===== config.mk =====
export PLATFORM = sky130hd
export DESIGN_NAME = io_uart_port
export DESIGN_NICKNAME = d
export VERILOG_FILES = /design/src/rtl/io_uart_pkg.sv /design/src/rtl/io_byte_fifo.sv /design/src/rtl/io_uart_port.sv
export SDC_FILE = /design/constraint.sdc
export NUM_CORES = 1
export LEC_CHECK = 0
export ABC_CLOCK_PERIOD_IN_PS = 2700
export CAP_MARGIN = 20
export CORE_ASPECT_RATIO = 0.75
export CORE_MARGIN = 3
export CORE_UTILIZATION = 43
export CTS_BUF_LIST = sky130_fd_sc_hd__clkbuf_2 sky130_fd_sc_hd__clkbuf_4 sky130_fd_sc_hd__clkbuf_8
export CTS_CLUSTER_SIZE = 8
export DETAILED_ROUTE_END_ITERATION = 10
export PLACE_DENSITY = 0.7
export SLEW_MARGIN = 20
export SYNTH_ARGS = -nofsm -noshare
export SYNTH_HDL_FRONTEND = slang
export SYNTH_SLANG_ARGS = --single-unit

===== constraint.sdc =====
create_clock -name clk -period 2.7 [get_ports clk]
set_input_delay 0.27 -clock clk [delete_from_list [all_inputs] [get_ports clk]]
set_output_delay 0.27 -clock clk [all_outputs]
set_load 0.005 [all_outputs]

===== src/rtl/io_uart_pkg.sv =====
// rtl/io_uart_pkg.sv - shared types and constants for the core-side UART port
//
// Purpose: FSM state encoding shared by the TX and RX engines, frame width and
//          the default baud divider (100 MHz / 115200).
// Ports:   none (package).
package io_uart_pkg;

  typedef enum logic [1:0] {
    IDLE  = 2'd0,
    START = 2'd1,
    DATA  = 2'd2,
    STOP  = 2'd3
  } uart_state_t;

  localparam int UART_DATA_BITS      = 8;
  localparam int CLK_PER_BIT_DEFAULT = 868;

endpackage


===== src/rtl/io_byte_fifo.sv =====
// rtl/io_byte_fifo.sv - synchronous byte FIFO with show-ahead head output
//
// Purpose: 2^AW-entry byte buffer. head_o always shows the oldest entry.
//          A push while full is accepted only when a pop happens on the same edge.
// Ports:   clk, rstn    clock, synchronous active-low reset
//          push_i       write data_i this edge
//          data_i[7:0]  write data
//          pop_i        discard the head entry this edge
//          head_o[7:0]  oldest entry (undefined content while empty)
//          full_o       all entries occupied
//          empty_o      no entries
module io_byte_fifo #(
  parameter int AW = 4
) (
  input  logic       clk,
  input  logic       rstn,
  input  logic       push_i,
  input  logic [7:0] data_i,
  input  logic       pop_i,
  output logic [7:0] head_o,
  output logic       full_o,
  output logic       empty_o
);

  logic [7:0]  mem_q [0:(1<<AW)-1];
  logic [AW:0] wr_ptr_q;
  logic [AW:0] rd_ptr_q;
  logic        do_push;
  logic        do_pop;

  // Pointers carry one extra wrap bit: equal means empty, MSB-only difference means full.
  assign empty_o = (wr_ptr_q == rd_ptr_q);
  assign full_o  = (wr_ptr_q[AW] != rd_ptr_q[AW]) &&
                   (wr_ptr_q[AW-1:0] == rd_ptr_q[AW-1:0]);
  assign head_o  = mem_q[rd_ptr_q[AW-1:0]];

  assign do_pop  = pop_i && !empty_o;
  assign do_push = push_i && (!full_o || do_pop);

  always_ff @(posedge clk) begin
    if (do_push) begin
      mem_q[wr_ptr_q[AW-1:0]] <= data_i;
    end
  end

  always_ff @(posedge clk) begin
    if (!rstn) begin
      wr_ptr_q <= '0;
      rd_ptr_q <= '0;
    end else begin
      if (do_push) wr_ptr_q <= wr_ptr_q + 1'b1;
      if (do_pop)  rd_ptr_q <= rd_ptr_q + 1'b1;
    end
  end

endmodule


===== src/rtl/io_uart_port.sv =====
// rtl/io_uart_port.sv - core byte I/O handshake to 8N1 UART TX/RX bridge
//
// Purpose: OUT bytes are buffered in a TX FIFO and serialized on uart_txd.
//          RX frames are deserialized and offered to the core IN request.
//          Macro IO_UART_RX_FIFO_EN: RX buffer is a 2^FIFO_AW FIFO; otherwise
//          a single holding register.
// Ports:   clk, rstn                      clock, synchronous active-low reset
//          core_out_data/vld/rdy          OUT byte handshake (block is sink)
//          core_in_data/vld/rdy           IN byte handshake (block is source)
//          uart_rxd, uart_txd             serial pins (txd idles high)
//          rx_overrun, rx_frame_err       sticky error flags, cleared by reset
module io_uart_port
  import io_uart_pkg::*;
#(
  parameter int CLK_PER_BIT = CLK_PER_BIT_DEFAULT,
  parameter int FIFO_AW     = 4
) (
  input  logic       clk,
  input  logic       rstn,
  input  logic [7:0] core_out_data,
  input  logic       core_out_vld,
  output logic       core_out_rdy,
  output logic [7:0] core_in_data,
  output logic       core_in_vld,
  input  logic       core_in_rdy,
  input  logic       uart_rxd,
  output logic       uart_txd,
  output logic       rx_overrun,
  output logic       rx_frame_err
);

  localparam int             BW        = $clog2(CLK_PER_BIT);
  localparam logic [BW-1:0]  BAUD_LAST = BW'(CLK_PER_BIT - 1);
  localparam logic [BW-1:0]  BAUD_HALF = BW'(CLK_PER_BIT / 2 - 1);
  localparam logic [2:0]     LAST_BIT  = 3'(UART_DATA_BITS - 1);

  // ---------------- TX ----------------
  uart_state_t   tx_state_q;
  logic [BW-1:0] tx_baud_q;
  logic [2:0]    tx_bit_q;
  logic [7:0]    tx_shreg_q;
  logic          tx_txd_q;
  logic          tx_full, tx_empty, tx_push, tx_pop;
  logic [7:0]    tx_head;

  assign core_out_rdy = !tx_full;
  assign tx_push      = core_out_vld && !tx_full;
  // Pop from IDLE, or at the end of STOP so the next start bit follows with no gap.
  assign tx_pop       = !tx_empty &&
                        ((tx_state_q == IDLE) ||
                         (tx_state_q == STOP && tx_baud_q == BAUD_LAST));
  assign uart_txd     = tx_txd_q;

  io_byte_fifo #(.AW(FIFO_AW)) u_tx_fifo (
    .clk     (clk),
    .rstn    (rstn),
    .push_i  (tx_push),
    .data_i  (core_out_data),
    .pop_i   (tx_pop),
    .head_o  (tx_head),
    .full_o  (tx_full),
    .empty_o (tx_empty)
  );

  always_ff @(posedge clk) begin
    if (!rstn) begin
      tx_state_q <= IDLE;
      tx_baud_q  <= '0;
      tx_bit_q   <= '0;
      tx_shreg_q <= '0;
      tx_txd_q   <= 1'b1;
    end else begin
      // Line level is registered from the state, so it trails the state by one
      // cycle uniformly; every bit still lasts exactly CLK_PER_BIT cycles.
      case (tx_state_q)
        START:   tx_txd_q <= 1'b0;
        DATA:    tx_txd_q <= tx_shreg_q[0];
        default: tx_txd_q <= 1'b1;
      endcase
      case (tx_state_q)
        IDLE: begin
          if (tx_pop) begin
            tx_shreg_q <= tx_head;
            tx_baud_q  <= '0;
            tx_state_q <= START;
          end
        end
        START: begin
          if (tx_baud_q == BAUD_LAST) begin
            tx_baud_q  <= '0;
            tx_bit_q   <= '0;
            tx_state_q <= DATA;
          end else begin
            tx_baud_q <= tx_baud_q + 1'b1;
          end
        end
        DATA: begin
          if (tx_baud_q == BAUD_LAST) begin
            tx_baud_q  <= '0;
            tx_shreg_q <= {1'b0, tx_shreg_q[7:1]};
            if (tx_bit_q == LAST_BIT) tx_state_q <= STOP;
            else                      tx_bit_q   <= tx_bit_q + 1'b1;
          end else begin
            tx_baud_q <= tx_baud_q + 1'b1;
          end
        end
        STOP: begin
          if (tx_baud_q == BAUD_LAST) begin
            tx_baud_q <= '0;
            if (tx_pop) begin
              tx_shreg_q <= tx_head;
              tx_state_q <= START;
            end else begin
              tx_state_q <= IDLE;
            end
          end else begin
            tx_baud_q <= tx_baud_q + 1'b1;
          end
        end
        default: tx_state_q <= IDLE;
      endcase
    end
  end

  // ---------------- RX ----------------
  uart_state_t   rx_state_q;
  logic [BW-1:0] rx_baud_q;
  logic [2:0]    rx_bit_q;
  logic [7:0]    rx_shreg_q;
  logic          rx_s1_q, rx_s2_q, rx_prev_q;
  logic          rx_overrun_q, rx_frame_err_q;
  logic          rx_stop_smp, rx_push, rx_pop, rx_wr;
  logic          rx_full, rx_empty;
  logic [7:0]    rx_head;

  assign rx_stop_smp = (rx_state_q == STOP) && (rx_baud_q == BAUD_LAST);
  assign rx_push     = rx_stop_smp && rx_s2_q;
  assign rx_pop      = core_in_vld && core_in_rdy;
  // A full buffer still takes the byte when the core frees a slot on the same edge.
  assign rx_wr       = rx_push && (!rx_full || rx_pop);

  assign core_in_vld  = !rx_empty;
  assign core_in_data = rx_empty ? 8'h00 : rx_head;
  assign rx_overrun   = rx_overrun_q;
  assign rx_frame_err = rx_frame_err_q;

  always_ff @(posedge clk) begin
    if (!rstn) begin
      rx_s1_q        <= 1'b1;
      rx_s2_q        <= 1'b1;
      rx_prev_q      <= 1'b1;
      rx_state_q     <= IDLE;
      rx_baud_q      <= '0;
      rx_bit_q       <= '0;
      rx_shreg_q     <= '0;
      rx_overrun_q   <= 1'b0;
      rx_frame_err_q <= 1'b0;
    end else begin
      rx_s1_q   <= uart_rxd;
      rx_s2_q   <= rx_s1_q;
      rx_prev_q <= rx_s2_q;
      if (rx_push && rx_full && !rx_pop) rx_overrun_q   <= 1'b1;
      if (rx_stop_smp && !rx_s2_q)       rx_frame_err_q <= 1'b1;
      case (rx_state_q)
        IDLE: begin
          if (rx_prev_q && !rx_s2_q) begin
            rx_baud_q  <= '0;
            rx_state_q <= START;
          end
        end
        START: begin
          // Mid-bit recheck; a high line here was a glitch, not a start bit.
          if (rx_baud_q == BAUD_HALF) begin
            rx_baud_q  <= '0;
            rx_bit_q   <= '0;
            rx_state_q <= rx_s2_q ? IDLE : DATA;
          end else begin
            rx_baud_q <= rx_baud_q + 1'b1;
          end
        end
        DATA: begin
          if (rx_baud_q == BAUD_LAST) begin
            rx_baud_q  <= '0;
            rx_shreg_q <= {rx_s2_q, rx_shreg_q[7:1]};
            if (rx_bit_q == LAST_BIT) rx_state_q <= STOP;
            else                      rx_bit_q   <= rx_bit_q + 1'b1;
          end else begin
            rx_baud_q <= rx_baud_q + 1'b1;
          end
        end
        STOP: begin
          if (rx_baud_q == BAUD_LAST) begin
            rx_baud_q  <= '0;
            rx_state_q <= IDLE;
          end else begin
            rx_baud_q <= rx_baud_q + 1'b1;
          end
        end
        default: rx_state_q <= IDLE;
      endcase
    end
  end

`ifdef IO_UART_RX_FIFO_EN
  io_byte_fifo #(.AW(FIFO_AW)) u_rx_fifo (
    .clk     (clk),
    .rstn    (rstn),
    .push_i  (rx_wr),
    .data_i  (rx_shreg_q),
    .pop_i   (rx_pop),
    .head_o  (rx_head),
    .full_o  (rx_full),
    .empty_o (rx_empty)
  );
`else
  logic [7:0] rx_hold_q;
  logic       rx_hold_vld_q;

  assign rx_head  = rx_hold_q;
  assign rx_full  = rx_hold_vld_q;
  assign rx_empty = !rx_hold_vld_q;

  always_ff @(posedge clk) begin
    if (!rstn) begin
      rx_hold_q     <= '0;
      rx_hold_vld_q <= 1'b0;
    end else if (rx_wr) begin
      rx_hold_q     <= rx_shreg_q;
      rx_hold_vld_q <= 1'b1;
    end else if (rx_pop) begin
      rx_hold_vld_q <= 1'b0;
    end
  end
`endif

endmodule


==> impl_metrics.py, run 1 <==
metrics = {
    "detailed_routing": {
        "drc": 0,
        "wire_per_inst_um": 18.7,
        "vias": 5738,
        "drt_iter0_markers": 636,
        "routed_wl_mm": 19.0,
        "via_per_inst": 5.64,
        "final_antenna_net_count": 0,
        "dr.pass1.iters": 5,
    },
    "place": {
        "dpl.cell_count": 958,
        "dpl.hpwl_mm": 12.9,
        "gp_congestion": 0.865,
        "portBuffers": 25,
    },
    "floorplan": {
        "die_w_um": 171,
        "dieArea_sq_mm": 0.0221,
        "io_pins": 26,
        "row_count": 44,
        "initial_core_util_pct": 44.6,
        "die_y_um": 130,
        "core_area_sq_mm": 0.0197,
    },
    "setup_path": {
        "worstPathArrival_ns": 2.25,
        "criticalPathCategory": "register to output port",
        "r2r_cells": 6,
        "worst_setup_path_start_kind": "register",
        "required_ns": 2.43,
        "worstReg2RegStart": "u_tx_fifo.wr_ptr_q[3]$_SDFFE_PN0P_",
        "critPathMaxStageDelay_ns": 0.51,
        "r2r_slack_ns": 0.31,
        "path_cells": "xnor2_1 > and4_1 > nand2_1 > clkdlybuf4s50_1",
        "r2r_end": "u_tx_fifo.mem_q[1][4]$_DFFE_PP_",
        "slowest_stage": "dfxtp_1",
        "cp-end-kind": "output port",
        "critPathMaxFanout": 9,
    },
    "power_and_ir_drop": {
        "irDropWorstVdd_mv": 0.695,
        "power_density_mw_per_mm2": 807,
        "p_leak_nw": 3.34,
    },
    "cts": {
        "clockRootBuffer": "clkbuf_8",
        "clock_sinks": 203,
        "cts_hold_buf": 0,
        "clk_pin_slew_ns": 0.06,
        "clockBufferDepth": 3,
        "postCtsSetupBuffers": 0,
        "numCtsBuffers": 35,
        "cts_tree": "done",
        "clk_latency_ns": 0.53,
        "htreeDepth": 2,
    },
    "synthesis": {
        "async_flop_share_pct": 0,
        "synth_largest_area_cell": "edfxtp_1",
        "yosysWarnings": 0,
        "synth_area_leaders": "edfxtp_1 44%, dfxtp_1 17%, mux4_2 4.6%",
        "synth_edf_count": 128,
        "synth_nets": 720,
        "synth_top_area_share_pct": 43.9,
        "yosysSeqAreaShare_pct": 61.0,
        "synthCells": 690,
        "syn_area_sq_mm": 0.00876,
        "yosys_register_bits": 203,
        "synth_area_per_cell_sq_um": 12.7,
        "ys_dominant_reg_cell": "edfxtp_1",
        "ys_types": 66,
    },
    "timing": {
        "max-slew-margin-rel_pct": 46.4,
        "clock.fmax_ghz": 0.397,
        "rsz0062_at_grt": "false",
        "setup_viol": 0,
        "fin_crit_ns": 2.52,
        "clock-skew-final_ns": 0.0334,
        "slew_viol_final": 0,
        "report.final.hold_viol_count": 0,
        "setup_tns_ns": 0,
        "finalCritPeriodShare_pct": 93.3,
        "worstMarginPinSlew_ns": 0.801,
    },
    "layout": {
        "nets": 772,
        "drive_above_1_share_pct": 18.6,
        "final_cells": 1017,
        "fillCellCount": 1636,
        "num_antenna_cells": 0,
        "area_delta_synth_final_pct": 14.4,
    },
    "hold_path": {
        "min-delay-start": "uart_rxd",
        "holdPathStages": 2,
        "min_to": "rx_s1_q$_SDFF_PN1_",
        "hold_class": "primary input to register",
    },
    "global_route": {
        "grt-ovfl-total": 0,
        "antenna_found_initial": 0,
        "grt_first_pass_wirelength_mm": 30.6,
        "grt_pass1_vias": 5614,
        "track_usage_pct": 17.7,
        "grt_max_degree": 28,
    },
    "outcome": {
        "status": "finished clean",
    },
    "flow_run": {
        "max-cap-violations": 0,
    },
}
-- through the flow --
stage	setup slack [ns]	hold WS [ns]	power, W	util (%)	cell area (sq um)
floorplan	0.353	0.343	0.00491	-	8760
global placement	0.466	0.442	0.00531	47.4	9320
detailed placement	0.346	0.432	0.00539	47.4	9320
CTS	0.131	0.365	0.00814	51.0	10000
global route	0.00796	0.365	0.00850	51.0	10000
finish	0.182	0.395	0.00809	51.0	10000
-- cell type report --
type,instances,area (sq um),area share [%]
multi-input cells,442,3180,31.7
inverters,12,45.0,0.450
flip-flops and latches,203,5350,53.4
repair buffers,48,435,4.35
clock inverters,11,96.3,0.962
clock buffers,48,598,5.97
well taps,253,317,3.16
-- power by group --
group	switching [W]	internal [W]	leakage, nW
clock	0.00119	0.00154	0.362
combinational	0.00104	0.000746	1.21
sequential	0.000136	0.00343	1.77
-- critical path: cells and delay by family, from the launching register on --
family	cells	cell delay, ns
XOR/XNOR	1	0.19
buffers and inverters	1	0.47
flip-flops	1	0.51
AND/OR/NAND/NOR	2	0.55
-- flip-flops by register name, indices dropped and copies added (netlist names), 2 cells and up, named ones only --
register,count
u_tx_fifo.rd_ptr_q,5
tx_bit_q,3
tx_state_q,2
tx_shreg_q,8
rx_head,8
u_tx_fifo.wr_ptr_q,5
u_tx_fifo.mem_q,128
tx_baud_q,10
rx_baud_q,10
rx_shreg_q,8
rx_bit_q,3
-- worst max-delay path by stage --
stage / from / endpoint / slack (ns) / depth (start not counted)
2_1_floorplan: u_tx_fifo.wr_ptr_q[3]$_SDFFE_PN0P_ / u_tx_fifo.mem_q[0][0]$_DFFE_PP_ / 0.35 / 7
3_3_place_gp: u_tx_fifo.wr_ptr_q[2]$_SDFFE_PN0P_ / u_tx_fifo.mem_q[1][5]$_DFFE_PP_ / 0.47 / 6
3_5_place_dp: u_tx_fifo.wr_ptr_q[2]$_SDFFE_PN0P_ / u_tx_fifo.mem_q[1][1]$_DFFE_PP_ / 0.35 / 6
4_1_cts: u_tx_fifo.wr_ptr_q[2]$_SDFFE_PN0P_ / core_out_rdy / 0.13 / 4
5_1_grt: u_tx_fifo.wr_ptr_q[3]$_SDFFE_PN0P_ / core_out_rdy / 0.008 / 4
6_report: u_tx_fifo.wr_ptr_q[3]$_SDFFE_PN0P_ / core_out_rdy / 0.18 / 4
-- synthesized netlist by cell type (6+ instances only) --
cell and number:
and3_1 6, inv_1 12, o22ai_1 17, clkbuf_1 14
edfxtp_1 128, dfxtp_1 75, o211ai_1 6, mux4_2 18
nor2_1 63, a21oi_1 37, nor3_1 26, mux2_2 28
buf_2 6, mux2i_1 20, nand4_1 7, nand3_1 11
and2_1 12, ha_1 17, nand2_1 53, a211oi_1 19
xnor2_1 11, nand2b_1 8, o21ai_0 19
-- routing by layer --
layer	wire length, um	vias up	GRT usage, %
met4	322	0	5.29
met5	0	-	0
li1	-	2694	-
met1	9200	2832	26.4
met3	1060	28	3.48
met2	8440	184	26.2
-- what timing repair did --
item	4_1_cts	5_1_grt
gates resized for setup	0	1
endpoints found under the hold margin	0	0
setup endpoints to repair	0	1
-- cells in the final DEF (no fill, tap or decap), types with 18 or more instances in the layout --
cell               n
a211oi_1          19
a21oi_1           37
buf_4             22
clkbuf_8          38
clkdlybuf4s50_1   25
dfxtp_1           73
edfxtp_1         128
mux2_2            28
mux2i_1           20
mux4_2            18
nand2_1           53
nor2_1            63
nor3_1            26
o21ai_0           19
-- cell families after synthesis --
kind of cell / count (synthesis) / synth area share [%]
xor+xnor: 15 / 1.59
buf+inv: 45 / 2.67
fa+ha+maj: 17 / 2.43
simple gates: 217 / 12.5
flops: 203 / 61.0
mux: 66 / 10.5
compound gates: 127 / 9.22
Power figures use the tool's default switching activity.
==> inputs of run 2 (changes only) <==
CORE_MARGIN = not set   (was 3)
==> run 2 against run 1 <==
Net effect:
- worst setup slack got worse by 0.022 ns
- register-to-register slack improved by 0.02 ns
- hold slack improved by 0.0011 ns
- clock skew decreased by 0.024 ns
- final cell count decreased by 0.39%
- sequential cell count unchanged
- sequential power decreased by 1%
- count of clock-buffer cells in the layout increased by 2
- clock power decreased by 3%
- global-route usage about the same
- utilization decreased by 0.19 points
==> impl_metrics.py, run 2 (synthesis gave the netlist of run 1 again) <==
metrics = {
    "cts": {
        "numCtsBuffers": 34,
        "clk_latency_ns": 0.51,
        "clockBufferDepth": 3,
        "clockRootBuffer": "clkbuf_8",
        "clock_sinks": 203,
        "htreeDepth": 2,
        "cts_hold_buf": 0,
        "postCtsSetupBuffers": 0,
        "cts_resized": 0,
        "cts_tree": "done",
        "clk_pin_slew_ns": 0.06,
    },
    "timing": {
        "worstMarginPinSlew_ns": 0.788,
        "max-slew-margin-rel_pct": 47.3,
        "report.final.hold_viol_count": 0,
        "holdWs_ns": 0.396,
        "rsz0062_at_grt": "false",
        "clock.fmax_ghz": 0.394,
        "slew_viol_final": 0,
        "setup_tns_ns": 0,
        "setup_viol": 0,
        "clock-skew-final_ns": 0.00917,
        "finalCritPeriodShare_pct": 94.1,
        "fin_crit_ns": 2.54,
    },
    "global_route": {
        "grt-ovfl-total": 0,
        "grt_pass1_vias": 5543,
        "met2_usage_pct": 27.9,
        "grt_busiest_layer": "met2",
        "grtUsageMet3_pct": 3.45,
        "grt_max_degree": 47,
        "track_usage_pct": 17.6,
        "antenna_found_initial": 0,
        "use_met1_pct": 24.8,
        "grt_first_pass_wirelength_mm": 29.1,
    },
    "layout": {
        "post-route-util_pct": 50.8,
        "num_antenna_cells": 0,
        "fin_area_sq_mm": 0.00998,
        "largest_reg_flops": 128,
        "area_delta_synth_final_pct": 14.0,
        "mostFrequentLayoutCells": "128 x edfxtp_1, 74 x dfxtp_1, 63 x nor2_1",
        "drive_above_1_share_pct": 18.4,
        "final_common_cell": "edfxtp_1",
        "final_cells": 1013,
        "nets": 770,
    },
    "hold_path": {
        "min-delay-start": "uart_rxd",
        "holdPathStages": 2,
        "hold_class": "primary input to register",
        "min_to": "rx_s1_q$_SDFF_PN1_",
    },
    "power_and_ir_drop": {
        "p_switching_w": 0.00233,
        "p_int_w": 0.00563,
        "p_leak_nw": 3.32,
        "p_seq_share_pct": 44.2,
        "combPwrFrac_pct": 22.5,
        "switching_share_pct": 29.2,
        "irDropWorstVdd_mv": 0.542,
        "clkPwrFrac_pct": 33.3,
        "power_density_mw_per_mm2": 798,
    },
    "floorplan": {
        "core_area_sq_mm": 0.0197,
        "io_pins": 26,
        "initial_core_util_pct": 44.6,
        "dieArea_sq_mm": 0.0209,
        "row_count": 44,
        "die_y_um": 126,
        "die_w_um": 167,
    },
    "detailed_routing": {
        "drc": 0,
        "drt_iter0_markers": 521,
        "wire_per_inst_um": 18.0,
        "vias": 5666,
        "routed_wl_mm": 18.2,
        "via_per_inst": 5.59,
        "dr.pass1.iters": 4,
        "final_antenna_net_count": 0,
    },
    "setup_path": {
        "r2r_slack_ns": 0.33,
        "required_ns": 2.43,
        "critPathMaxFanout": 9,
        "cp-end-kind": "output port",
        "r2r_end": "u_tx_fifo.mem_q[2][5]$_DFFE_PP_",
        "r2r_cells": 6,
        "worstReg2RegStart": "u_tx_fifo.wr_ptr_q[3]$_SDFFE_PN0P_",
        "worstPathArrival_ns": 2.27,
        "worst_setup_path_start_kind": "register",
        "criticalPathCategory": "register to output port",
    },
    "outcome": {
        "status": "finished clean",
    },
    "place": {
        "portBuffers": 25,
        "dpl.cell_count": 957,
        "gp_congestion": 0.834,
        "placed_cell_area_sq_mm": 0.00931,
        "dpl.hpwl_mm": 12.4,
    },
    "flow_run": {
        "max-cap-violations": 0,
    },
}
## run 2: cell count changes in the layout (fill, tap and decap cells not counted), sizes merged
cell / before / now
clkinv: 7 / 3
clkbuf: 48 / 50
buf: 23 / 22
bufinv: 1 / 0
## run 2: worst max-delay path, cell delays in order, from the launching register on
cell             delay (ns)
dfxtp_1                0.54
xnor2_1                0.19
and4_1                 0.41
nand2_1                0.15
clkdlybuf4s50_1        0.47
## run 2: worst max path at each step
stage	startpoint	endpoint	slack, ns
2_1_floorplan	u_tx_fifo.wr_ptr_q[3]$_SDFFE_PN0P_	u_tx_fifo.mem_q[0][0]$_DFFE_PP_	0.35
3_3_place_gp	u_tx_fifo.wr_ptr_q[3]$_SDFFE_PN0P_	u_tx_fifo.mem_q[2][0]$_DFFE_PP_	0.46
3_5_place_dp	u_tx_fifo.wr_ptr_q[3]$_SDFFE_PN0P_	u_tx_fifo.mem_q[2][0]$_DFFE_PP_	0.43
4_1_cts	u_tx_fifo.wr_ptr_q[3]$_SDFFE_PN0P_	core_out_rdy	0.19
5_1_grt	u_tx_fifo.wr_ptr_q[3]$_SDFFE_PN0P_	core_out_rdy	0.02
6_report	u_tx_fifo.wr_ptr_q[3]$_SDFFE_PN0P_	core_out_rdy	0.16
## run 2: area by class of cell
| type | count | area [sq um] |
|---|---|---|
| Fill cell | 1633 | 9670 |
| Sequential cell | 203 | 5350 |
| Multi-Input combinational cell | 442 | 3180 |
| Clock buffer | 50 | 619 |
| Timing Repair Buffer | 47 | 428 |
| Tap cell | 253 | 317 |
| Inverter | 12 | 45.0 |
| Clock inverter | 6 | 41.3 |
## run 2: power by group through the flow
stage          registers, W  clock network [W]  logic [W]
4_1_cts             0.00352            0.00271    0.00179
3_5_place_dp        0.00359                  0    0.00178
2_1_floorplan       0.00356                  0    0.00135
6_report            0.00352            0.00265    0.00179
5_1_grt             0.00354            0.00286    0.00197
3_3_place_gp        0.00358                  0    0.00173
## run 2: layer usage
metal / vias to the layer above / share of wire (%)
li1: 2687 / -
met1: 2786 / 47
met2: 162 / 46
met3: 31 / 5.2
met4: 0 / 1.6
met5: - / 0
## run 2: metrics by stage
| stage | worst slack, ns | power, W |
|---|---|---|
| floorplan | 0.353 | 0.00491 |
| global placement | 0.463 | 0.00531 |
| detailed placement | 0.435 | 0.00537 |
| CTS | 0.191 | 0.00802 |
| global route | 0.0241 | 0.00836 |
| finish | 0.159 | 0.00796 |
==> inputs of run 3 (changes only) <==
CORE_UTILIZATION = 64   (was 43)
PLACE_DENSITY = 0.93   (was 0.7)
==> run 3 against run 2 <==
Net effect:
- non-clock buffer count fell by 1
- final cell count fell by 8.4%
- sequential share of layout area rose by 0.86 points
- total power fell by 1.0%
- largest cell class unchanged
- via count rose by 5.1%
- sequential cell count did not move
- count of clock-buffer cells in the layout rose by 4
- combinational power rose by 3%
- critical endpoint unchanged
==> impl_metrics.py, run 3 (synthesis gave the netlist of run 1 again) <==
metrics = {
    "layout": {
        "drive_above_1_share_pct": 18.1,
        "nets": 765,
        "area_delta_synth_final_pct": 12.2,
        "num_antenna_cells": 0,
        "post-route-util_pct": 74.7,
        "largest_reg_flops": 128,
        "final_common_cell": "edfxtp_1",
        "mostFrequentLayoutCells": "128 x edfxtp_1, 74 x dfxtp_1, 63 x nor2_1",
    },
    "timing": {
        "worstMarginPinSlew_ns": 0.795,
        "finalCritPeriodShare_pct": 95.3,
        "clock-skew-final_ns": 0.0247,
        "fin_crit_ns": 2.57,
        "rsz0062_at_grt": "false",
        "setup_viol": 0,
        "setup_tns_ns": 0,
        "clock.fmax_ghz": 0.389,
        "report.final.hold_viol_count": 0,
        "slew_viol_final": 0,
        "max-slew-margin-rel_pct": 46.8,
    },
    "cts": {
        "cts_tree": "done",
        "cts_resized": 0,
        "numCtsBuffers": 30,
        "clockRootBuffer": "clkbuf_8",
        "clk_pin_slew_ns": 0.07,
        "cts_hold_buf": 0,
        "clk_latency_ns": 0.56,
        "postCtsSetupBuffers": 0,
        "htreeDepth": 1,
        "clock_sinks": 203,
        "clockBufferDepth": 3,
    },
    "place": {
        "gp_congestion": 0.912,
        "portBuffers": 25,
        "dpl.hpwl_mm": 13.0,
    },
    "global_route": {
        "grtUsageMet3_pct": 5.51,
        "grt-ovfl-total": 0,
        "met2_usage_pct": 44.9,
        "grt_max_degree": 47,
        "use_met1_pct": 39.9,
        "antenna_found_initial": 0,
        "grt_pass1_vias": 5734,
        "track_usage_pct": 28.4,
        "grt_busiest_layer": "met2",
        "grt_first_pass_wirelength_mm": 30.3,
    },
    "setup_path": {
        "r2r_end": "u_tx_fifo.mem_q[2][1]$_DFFE_PP_",
        "r2r_cells": 6,
        "critPathCapture": "core_out_rdy",
        "worstReg2RegStart": "u_tx_fifo.wr_ptr_q[2]$_SDFFE_PN0P_",
        "r2r_slack_ns": 0.21,
        "criticalPathCategory": "register to output port",
        "required_ns": 2.43,
        "critPathMaxFanout": 10,
        "worst_setup_path_start_kind": "register",
        "cp-end-kind": "output port",
        "crit_start": "u_tx_fifo.wr_ptr_q[2]$_SDFFE_PN0P_",
        "worstPathArrival_ns": 2.30,
    },
    "detailed_routing": {
        "wire_per_inst_um": 21.3,
        "final_antenna_net_count": 0,
        "drt_iter0_markers": 775,
        "routed_wl_mm": 19.7,
        "vias": 5953,
        "drc": 0,
        "via_per_inst": 6.41,
        "dr.pass1.iters": 5,
    },
    "floorplan": {
        "initial_core_util_pct": 66.6,
        "dieArea_sq_mm": 0.0142,
        "die_y_um": 103,
        "die_w_um": 137,
        "core_area_sq_mm": 0.0132,
        "io_pins": 26,
        "row_count": 36,
    },
    "flow_run": {
        "max-cap-violations": 0,
    },
    "hold_path": {
        "hold_class": "primary input to register",
        "holdPathStages": 2,
    },
    "power_and_ir_drop": {
        "combPwrFrac_pct": 23.4,
        "power_density_mw_per_mm2": 802,
        "p_switching_w": 0.00230,
        "clkPwrFrac_pct": 31.9,
        "p_seq_share_pct": 44.8,
        "p_int_w": 0.00558,
        "p_leak_nw": 3.30,
        "switching_share_pct": 29.2,
        "irDropWorstVdd_mv": 0.808,
    },
    "outcome": {
        "status": "finished clean",
    },
}
run 3: critical path, cell delays in order (launching register included):
cell,delay (ns)
dfxtp_1,0.54
xnor2_1,0.19
and4_1,0.40
nand2_1,0.14
clkdlybuf4s50_1,0.47
run 3: worst min-delay path by stage:
stage	start	to	slack, ns
after global placement	tx_bit_q[2]$_SDFFE_PN0P_	tx_bit_q[2]$_SDFFE_PN0P_	0.44
after CTS	uart_rxd	rx_s1_q$_SDFF_PN1_	0.30
final	uart_rxd	rx_s1_q$_SDFF_PN1_	0.32
after global routing	uart_rxd	rx_s1_q$_SDFF_PN1_	0.32
after detailed placement	rx_s1_q$_SDFF_PN1_	rx_s2_q$_SDFF_PN1_	0.44
after floorplan	rstn	rx_s1_q$_SDFF_PN1_	0.34
run 3: layout make-up:
cell class                 count  area (sq um)
sequential                   203          5350
fill                         759          3330
multi-input combinational    442          3180
clock buffer                  54           618
timing repair buffer          46           420
tap                          171           214
inverter                      12          45.0
run 3: metrics by stage:
step	hold slack [ns]	instances	power, W	instance area [sq um]	setup WS (ns)
6_report	0.320	928	0.00788	9820	0.128
3_5_place_dp	0.439	874	0.00536	9200	0.342
5_1_grt	0.325	928	0.00818	9820	0.0547
3_3_place_gp	0.443	874	0.00525	9200	0.481
4_1_cts	0.304	928	0.00786	9820	0.155
2_1_floorplan	0.343	690	0.00491	8760	0.353
run 3: routing by layer:
metal  routed length, um  vias to the layer above
met5                   0                        -
met1                8360                     2934
met2                9420                      293
met3                1520                       48
li1                    -                     2678
met4                 437                        0
run 3: power groups by stage:
| stage | Clock (W) | Combinational [W] | Sequential, W |
|---|---|---|---|
| after floorplan | 0 | 0.00135 | 0.00356 |
| after global placement | 0 | 0.00167 | 0.00357 |
| after detailed placement | 0 | 0.00177 | 0.00359 |
| after CTS | 0.00253 | 0.00181 | 0.00352 |
| after global routing | 0.00268 | 0.00197 | 0.00354 |
| final | 0.00251 | 0.00184 | 0.00353 |
